`src/rtl/cic_decimator_cfg.sv`:
```
// N-stage CIC decimator with run-time ratio R = 2^dec_sel (latched at reset) and
// output gain normalised so full scale is identical for every ratio.
module cic_decimator_cfg #(
  parameter int unsigned IW        = 2,
  parameter int unsigned N         = 4,
  parameter int unsigned LOG2R_MAX = 6,
  parameter int unsigned OW        = IW + N * LOG2R_MAX,
  parameter int unsigned SW        = $clog2(LOG2R_MAX + 1)
) (
  input  logic                 clk,
  input  logic                 rst,
  input  logic                 en,
  input  logic [SW-1:0]        dec_sel,
  input  logic signed [IW-1:0] in,
  output logic signed [OW-1:0] out,
  output logic                 out_valid,
  output logic [SW-1:0]        busy_ratio
);

  localparam int unsigned CW  = LOG2R_MAX;
  localparam int unsigned SHW = $clog2(N * LOG2R_MAX + 1);

  logic signed [OW-1:0] integ_q [N];
  logic signed [OW-1:0] integ_d [N];
  logic signed [OW-1:0] dly_q   [N];
  logic signed [OW-1:0] comb_c  [N+1];
  logic [CW-1:0]        cnt_q;
  logic [CW-1:0]        cnt_d;
  logic [CW-1:0]        phase_mask_c;
  logic [SW-1:0]        busy_q;
  logic [SW-1:0]        sel_clamped_c;
  logic [SHW-1:0]       shamt_c;
  logic signed [OW-1:0] out_q;
  logic                 valid_q;
  logic                 event_c;

  assign sel_clamped_c = (dec_sel > SW'(LOG2R_MAX)) ? SW'(LOG2R_MAX) : dec_sel;
  assign phase_mask_c  = CW'((32'd1 << busy_q) - 32'd1);
  assign event_c       = en && (cnt_q == phase_mask_c);
  assign cnt_d         = event_c ? '0 : cnt_q + CW'(1);
  // Normalising shift restores the gain lost by running a smaller ratio.
  assign shamt_c       = SHW'(N) * (SHW'(LOG2R_MAX) - SHW'(busy_q));

  // Pipelined integrators: each stage accumulates the previous stage's pre-edge value.
  always_comb begin
    integ_d[0] = integ_q[0] + {{(OW-IW){in[IW-1]}}, in};
    for (int k = 1; k < N; k++) begin
      integ_d[k] = integ_q[k] + integ_q[k-1];
    end
  end

  // Comb chain evaluated on the last integrator output, committed on the event edge.
  always_comb begin
    comb_c[0] = integ_q[N-1];
    for (int k = 1; k <= N; k++) begin
      comb_c[k] = comb_c[k-1] - dly_q[k-1];
    end
  end

  always_ff @(posedge clk) begin
    if (rst) begin
      for (int k = 0; k < N; k++) begin
        integ_q[k] <= '0;
        dly_q[k]   <= '0;
      end
      cnt_q   <= '0;
      out_q   <= '0;
      valid_q <= 1'b0;
      busy_q  <= sel_clamped_c;
    end else begin
      valid_q <= event_c;
      if (en) begin
        integ_q <= integ_d;
        cnt_q   <= cnt_d;
      end
      if (event_c) begin
        for (int k = 0; k < N; k++) begin
          dly_q[k] <= comb_c[k];
        end
        out_q <= comb_c[N] << shamt_c;
      end
    end
  end

  assign out        = out_q;
  assign out_valid  = valid_q;
  assign busy_ratio = busy_q;

endmodule

```
`config.mk`:
```
export PLATFORM = sky130hd
export DESIGN_NAME = cic_decimator_cfg
export DESIGN_NICKNAME = d
export VERILOG_FILES = /design/src/rtl/cic_decimator_cfg.sv
export SDC_FILE = /design/constraint.sdc
export NUM_CORES = 1
export LEC_CHECK = 0
export ABC_AREA = 0
export BUFFER_PORTS_ARGS = -buffer_cell sky130_fd_sc_hd__buf_4
export CAP_MARGIN = 0
export CORE_MARGIN = 2
export CORE_UTILIZATION = 45
export CTS_BUF_LIST = sky130_fd_sc_hd__clkbuf_16
export DETAILED_ROUTE_END_ITERATION = 10
export GPL_ROUTABILITY_DRIVEN = 1
export PLACE_DENSITY = 0.7
export SETUP_SLACK_MARGIN = 0.05
export SYNTH_ARGS = -nofsm -noshare
export SYNTH_HDL_FRONTEND = slang
export SYNTH_SLANG_ARGS = --single-unit
```
`constraint.sdc`:
```
create_clock -name clk -period 12.42 [get_ports clk]
set_clock_uncertainty 0.05 [all_clocks]
set_input_delay 2.484 -clock clk [delete_from_list [all_inputs] [get_ports clk]]
set_output_delay 2.484 -clock clk [all_outputs]
set_load 0.02 [all_outputs]
```
---- Word-level counts from Yosys, hierarchy flattened ----
Memory sizes are Yosys's and may differ from the RTL's.
Index checks and enable logic that the tools add are counted.
operators by class
  divide/modulo/power cells ............... 0
  reductions and logical operators ........ 1
  magnitude comparators ................... 1
  add/sub/neg operators ................... 11
  $mul .................................... 0
  bitwise logic cells ..................... 4
  mux-type cells .......................... 10
  equality and inequality tests ........... 1
  shift operators ......................... 2
operators by type and width
  operator                                                            number
  26-bit adder                                                        4
  26-bit 2-to-1 mux                                                   4
  26-bit subtractor                                                   4
  26-bit by 5-bit left shift with 26-bit output                       1
  6-bit by 1-bit adder with 6-bit output, second input constant       1
  6-bit equality test                                                 1
  6-bit 2-to-1 mux                                                    1
  1-bit by 3-bit left shift with 6-bit output, first input constant   1
  6-bit by 1-bit subtractor with 6-bit output, second input constant  1
  1-bit 2-to-1 mux                                                    5
  1-bit bitwise OR                                                    4
  3-bit greater-than comparator, second input constant                1
  3-bit subtractor, first input constant                              1
  1-bit logical AND                                                   1
word-level totals
  word-level logic and storage cells ...... 39
  memory bits (writable) .................. 104
  output and inout bits ................... 30
  memory bits (read-only) ................. 0
  memories kept ........................... 1
  register bits after elaboration ......... 140
  latch bits .............................. 0
memory list
  name   depth  width  rd ports  clocked after memory_dff  write ports  RTL line  RTL
  dly_q  4      26     4         0                         4            25        logic signed [OW-1:0] dly_q [N];

---- Logic depth before layout (Yosys ltp) ----
  depth after elaboration ................. 8
  gate-level depth with buffers ........... 38

---- Worst setup path before layout ----
OpenSTA, ideal clock, no wires.
  kind .................................... flip-flop to flip-flop
  start point ............................. register integ_q (netlist bit comb_c[104])
  end point ............................... register out_q[24], in the netlist out[24]
  path slack .............................. 5.414 ns
  buffers on the path ..................... 0
  data required time ...................... 12.242 ns
  arrival time ............................ 6.829 ns
  stages on the path, launching flop included .. 35
  clock period less this slack ............ 7.006 ns
  setup time .............................. 0.128 ns
  path through ............................ dfxtp_1 > inv_1 > ha_1 > inv_1 > fa_1 > a21o_1 > a21oi_1 > o21bai_1 > a21oi_1 > xnor2_1 > ha_1 > a211oi_1 > a31oi_1 > nor2_1 > nor2_1 > nor2_1 > o21ai_0 > xor2_1 > ha_1 > nand4_1 > nor4_1 > o21ai_0 > nand3b_1 > o21ai_0 > and2_1 > xnor2_1 > ha_1 > a21o_1 > a211oi_1 > or4b_2 > o211ai_1 > o22ai_1 > mux2i_1 > mux4_2 > o2bb2ai_1
RTL lines
  what                    RTL line  RTL
  start, declared         23        logic signed [OW-1:0] integ_q [N];
  start signal, assigned  73        integ_q <= integ_d;
  end signal, assigned    80        out_q <= comb_c[N] << shamt_c;
  end, declared           33        logic signed [OW-1:0] out_q;

==> flow_summary.json <==
{
  "ant_nets": 0,
  "io_pins": 38,
  "synthesis.nets": 2396,
  "grtUsageMet1_pct": 21.29,
  "clock_latency_ns": 0.60,
  "port_buffers": 37,
  "grt-ovfl-total": 0,
  "powerDensity_nw_per_um2": 196.1,
  "clk_path_buf_depth": 3,
  "period_minus_slack_ns": 7.884,
  "path_class": "flop to flop",
  "postCtsSetupBuffers": 0,
  "yosysTopAreaCell": "edfxtp_1",
  "ys_types": 89,
  "status": "complete, no violations",
  "yosysWarnings": 0,
  "comb_power_share_pct": 52.8,
  "post-route-util_pct": 50.03,
  "num_antenna_cells": 0,
  "tritoncts": "built",
  "first_iter_violations": 681,
  "row_count": 75,
  "numCtsBuffers": 30,
  "crit_buf_inv": 2,
  "crit_arrival_ns": 8.28,
  "synthTopCellsByArea": "edfxtp_1 (17%), dfxtp_1 (14%), ha_1 (14%), xnor2_1 (5.6%), a21oi_1 (4.9%)",
  "busiest_layer": "met2",
  "die_area_um2": 43740,
  "crit_family": "compound AO/OA/AOI/OAI gates",
  "relSlewSlack_pct": 25.41,
  "cts.htree.levels": 1,
  "peakVddDrop_mv": 0.1607,
  "dr.pass1.iters": 5,
  "rsz0062_at_grt": "no",
  "swShare_pct": 40.94,
  "die_h_um": 209.1,
  "ff2ff_setup_slack_ns": 4.54,
  "hold_start": "out[12]",
  "yosys_register_bits": 244,
  "cts_resized": 0,
  "cts.sinks": 244,
  "slew_viol_final": 0,
  "synthFlopType": "dfxtp_1",
  "max_freq_mhz": 126.8,
  "syn_to_final_growth_pct": 10.33,
  "synth_edf_count": 107,
  "wire_per_inst_um": 14.67,
  "intPower_w": 0.002420,
  "worstHoldEndpoint": "out[12]",
  "grt_use_met3_pct": 2.239,
  "cpMostUsedCell": "ha_1",
  "synth_seq_area_share_pct": 31.45,
  "setup_violations": 0,
  "cts_root_buf": "clkbuf_16",
  "crit_required_ns": 12.82,
  "cp-end-kind": "flop",
  "finalSetupTns_ns": 0,
  "grt_pass1_wl_um": 69140,
  "clk_pin_slew_ns": 0.06,
  "finalHoldViolations": 0,
  "critPathMaxFanout": 6,
  "track_usage_pct": 18.51,
  "hp-class": "flop to flop",
  "drv_cap": 0,
  "fin_crit_sh_pct": 63.48,
  "reg2reg_depth": 34,
  "worst_pin_slew_ns": 1.111,
  "preCtsSetupSlack_ns": 4.566,
  "initial_core_util_pct": 45.35,
  "ctsHoldBuffers": 0,
  "crit_path_top_delay_cell": "or4b_2",
  "viasPerCell": 5.533,
  "met2_usage_pct": 35.45,
  "worstHoldPathCells": 2,
  "vias": 15240,
  "cpPeakStageDelay_ns": 0.60,
  "holdWs_ns": 0.4037,
  "cp-start-kind": "flop",
  "seq_power_share_pct": 22.7,
  "switching_power_w": 0.001678,
  "fillers": 3797,
  "synth_area_um2": 18940,
  "grt_pass1_vias": 15190,
  "die_w_um": 209.1,
  "fin_ws_ns": 4.536,
  "coreArea_um2": 41760,
  "async_reset_ff_share_pct": 0,
  "antenna_found_initial": 0,
  "clock_power_share_pct": 24.5,
  "power_leakage_nw": 9.383,
  "r2r-start": "comb_c[104]",
  "r2r_end": "out[24]",
  "grt_start_max_net_pins": 78,
  "drive_gt1_share_pct": 5.959,
  "nets": 2414,
  "drt-total-wl_um": 40410,
  "drc": 0,
  "hpwl_um": 29630,
  "gp_congestion": 0.9017,
  "yosys.area.top_type_share_pct": 16.97,
  "syn_avg_cell_area_um2": 8.715,
  "syn_inst": 2173
}
routing by layer:
layer	vias up	share of wire [%]
met5	-	0
met4	0	2.9
met3	87	2.7
met2	246	50
met1	7061	44
li1	7843	-
worst register-to-register path: cells and delay by family, from the launching register on:
| kind | cells | cell delay, ns |
|---|---|---|
| flops | 1 | 0.33 |
| xor+xnor | 3 | 0.39 |
| fa+ha+maj | 5 | 1.67 |
| mux | 2 | 0.59 |
| simple gates | 8 | 1.69 |
| compound gates | 14 | 2.89 |
| buf+inv | 2 | 0.14 |
cell usage in the layout (no fill, tap or decap), drive strengths merged, types with 7 or more instances in the layout:
| master | synthesis | routed |
|---|---|---|
| edfxtp | 107 | 107 |
| mux2i | 74 | 74 |
| nand3 | 40 | 40 |
| o211ai | 14 | 14 |
| a21o | 63 | 63 |
| o21a | 27 | 27 |
| clkinv | 1 | 12 |
| a31oi | 17 | 17 |
| o22ai | 8 | 8 |
| dfxtp | 137 | 137 |
| xnor2 | 121 | 121 |
| inv | 167 | 169 |
| a21oi | 185 | 185 |
| buf | 10 | 46 |
| nand4 | 14 | 14 |
| xor2 | 57 | 57 |
| o21bai | 28 | 28 |
| bufinv | 0 | 7 |
| a21boi | 14 | 14 |
| a211oi | 24 | 24 |
| nor3 | 38 | 38 |
| o21ai | 100 | 100 |
| nor2 | 216 | 216 |
| and3 | 19 | 19 |
| ha | 207 | 207 |
| nand2 | 122 | 122 |
| nor3b | 7 | 7 |
| fa | 8 | 8 |
| nand2b | 24 | 24 |
| nand3b | 8 | 8 |
| clkbuf | 50 | 33 |
| or3 | 7 | 7 |
| nor2b | 22 | 22 |
| o31ai | 15 | 15 |
| and2 | 110 | 110 |
power groups by stage:
stage / clock network (W) / logic [W] / registers (W)
after detailed placement: 0 / 0.00213 / 0.000947
after floorplan: 0 / 0.00169 / 0.000936
final: 0.00100 / 0.00217 / 0.000930
after CTS: 0.00103 / 0.00215 / 0.000930
after global routing: 0.00105 / 0.00241 / 0.000937
after global placement: 0 / 0.00208 / 0.000944
cell families (layout without fill, tap and decap cells):
kind of cell | Yosys count | in the layout | synth area share, %
compound gates | 577 | 577 | 19.96
xor+xnor | 180 | 180 | 8.470
fa+ha+maj | 215 | 215 | 14.52
buf+inv | 228 | 270 | 4.539
flops | 244 | 244 | 31.45
mux | 79 | 79 | 4.268
simple gates | 650 | 650 | 16.79
final cells by class:
type / instances / area, um^2 / share of cell area [%]
Inverter: 168 / 633.1 / 3.030
Clock inverter: 23 / 337.8 / 1.617
Clock buffer: 33 / 825.8 / 3.952
Tap cell: 539 / 674.4 / 3.228
Sequential cell: 244 / 5956 / 28.50
Multi-Input combinational cell: 1701 / 12120 / 58.02
Timing Repair Buffer: 46 / 345.3 / 1.653
state kept, by name, summed over array words and instances (netlist names):
signal / count
dly_q: 104
out_valid: 1
busy_ratio: 3
comb_c: 26
cnt_q: 6
out: 26
integ_q: 78
synthesized netlist by cell type (all sizes together) (40+ instances only):
cell    number
o21ai      100
dfxtp      137
and2       110
nand2      122
mux2i       74
ha         207
nor2       216
a21o        63
edfxtp     107
xnor2      121
clkbuf      50
nand3       40
inv        167
xor2        57
a21oi      185
metrics by stage:
step / total power [W] / cell area (um^2) / std cells
after floorplan: 0.002626 / 18940 / 2173
final: 0.004098 / 20890 / 2754
after global placement: 0.003024 / 19730 / 2698
after detailed placement: 0.003077 / 19730 / 2698
after global routing: 0.004404 / 20890 / 2754
after CTS: 0.004102 / 20890 / 2754
how the worst max path moves through the flow:
stage                      from      end  cells past startpoint
floorplan           comb_c[104]  out[24]                     34
global placement    comb_c[104]  out[24]                     35
detailed placement  comb_c[104]  out[24]                     34
CTS                 comb_c[104]  out[24]                     34
global route        comb_c[104]  out[24]                     34
finish              comb_c[104]  out[24]                     34
Power figures use the tool's default switching activity.
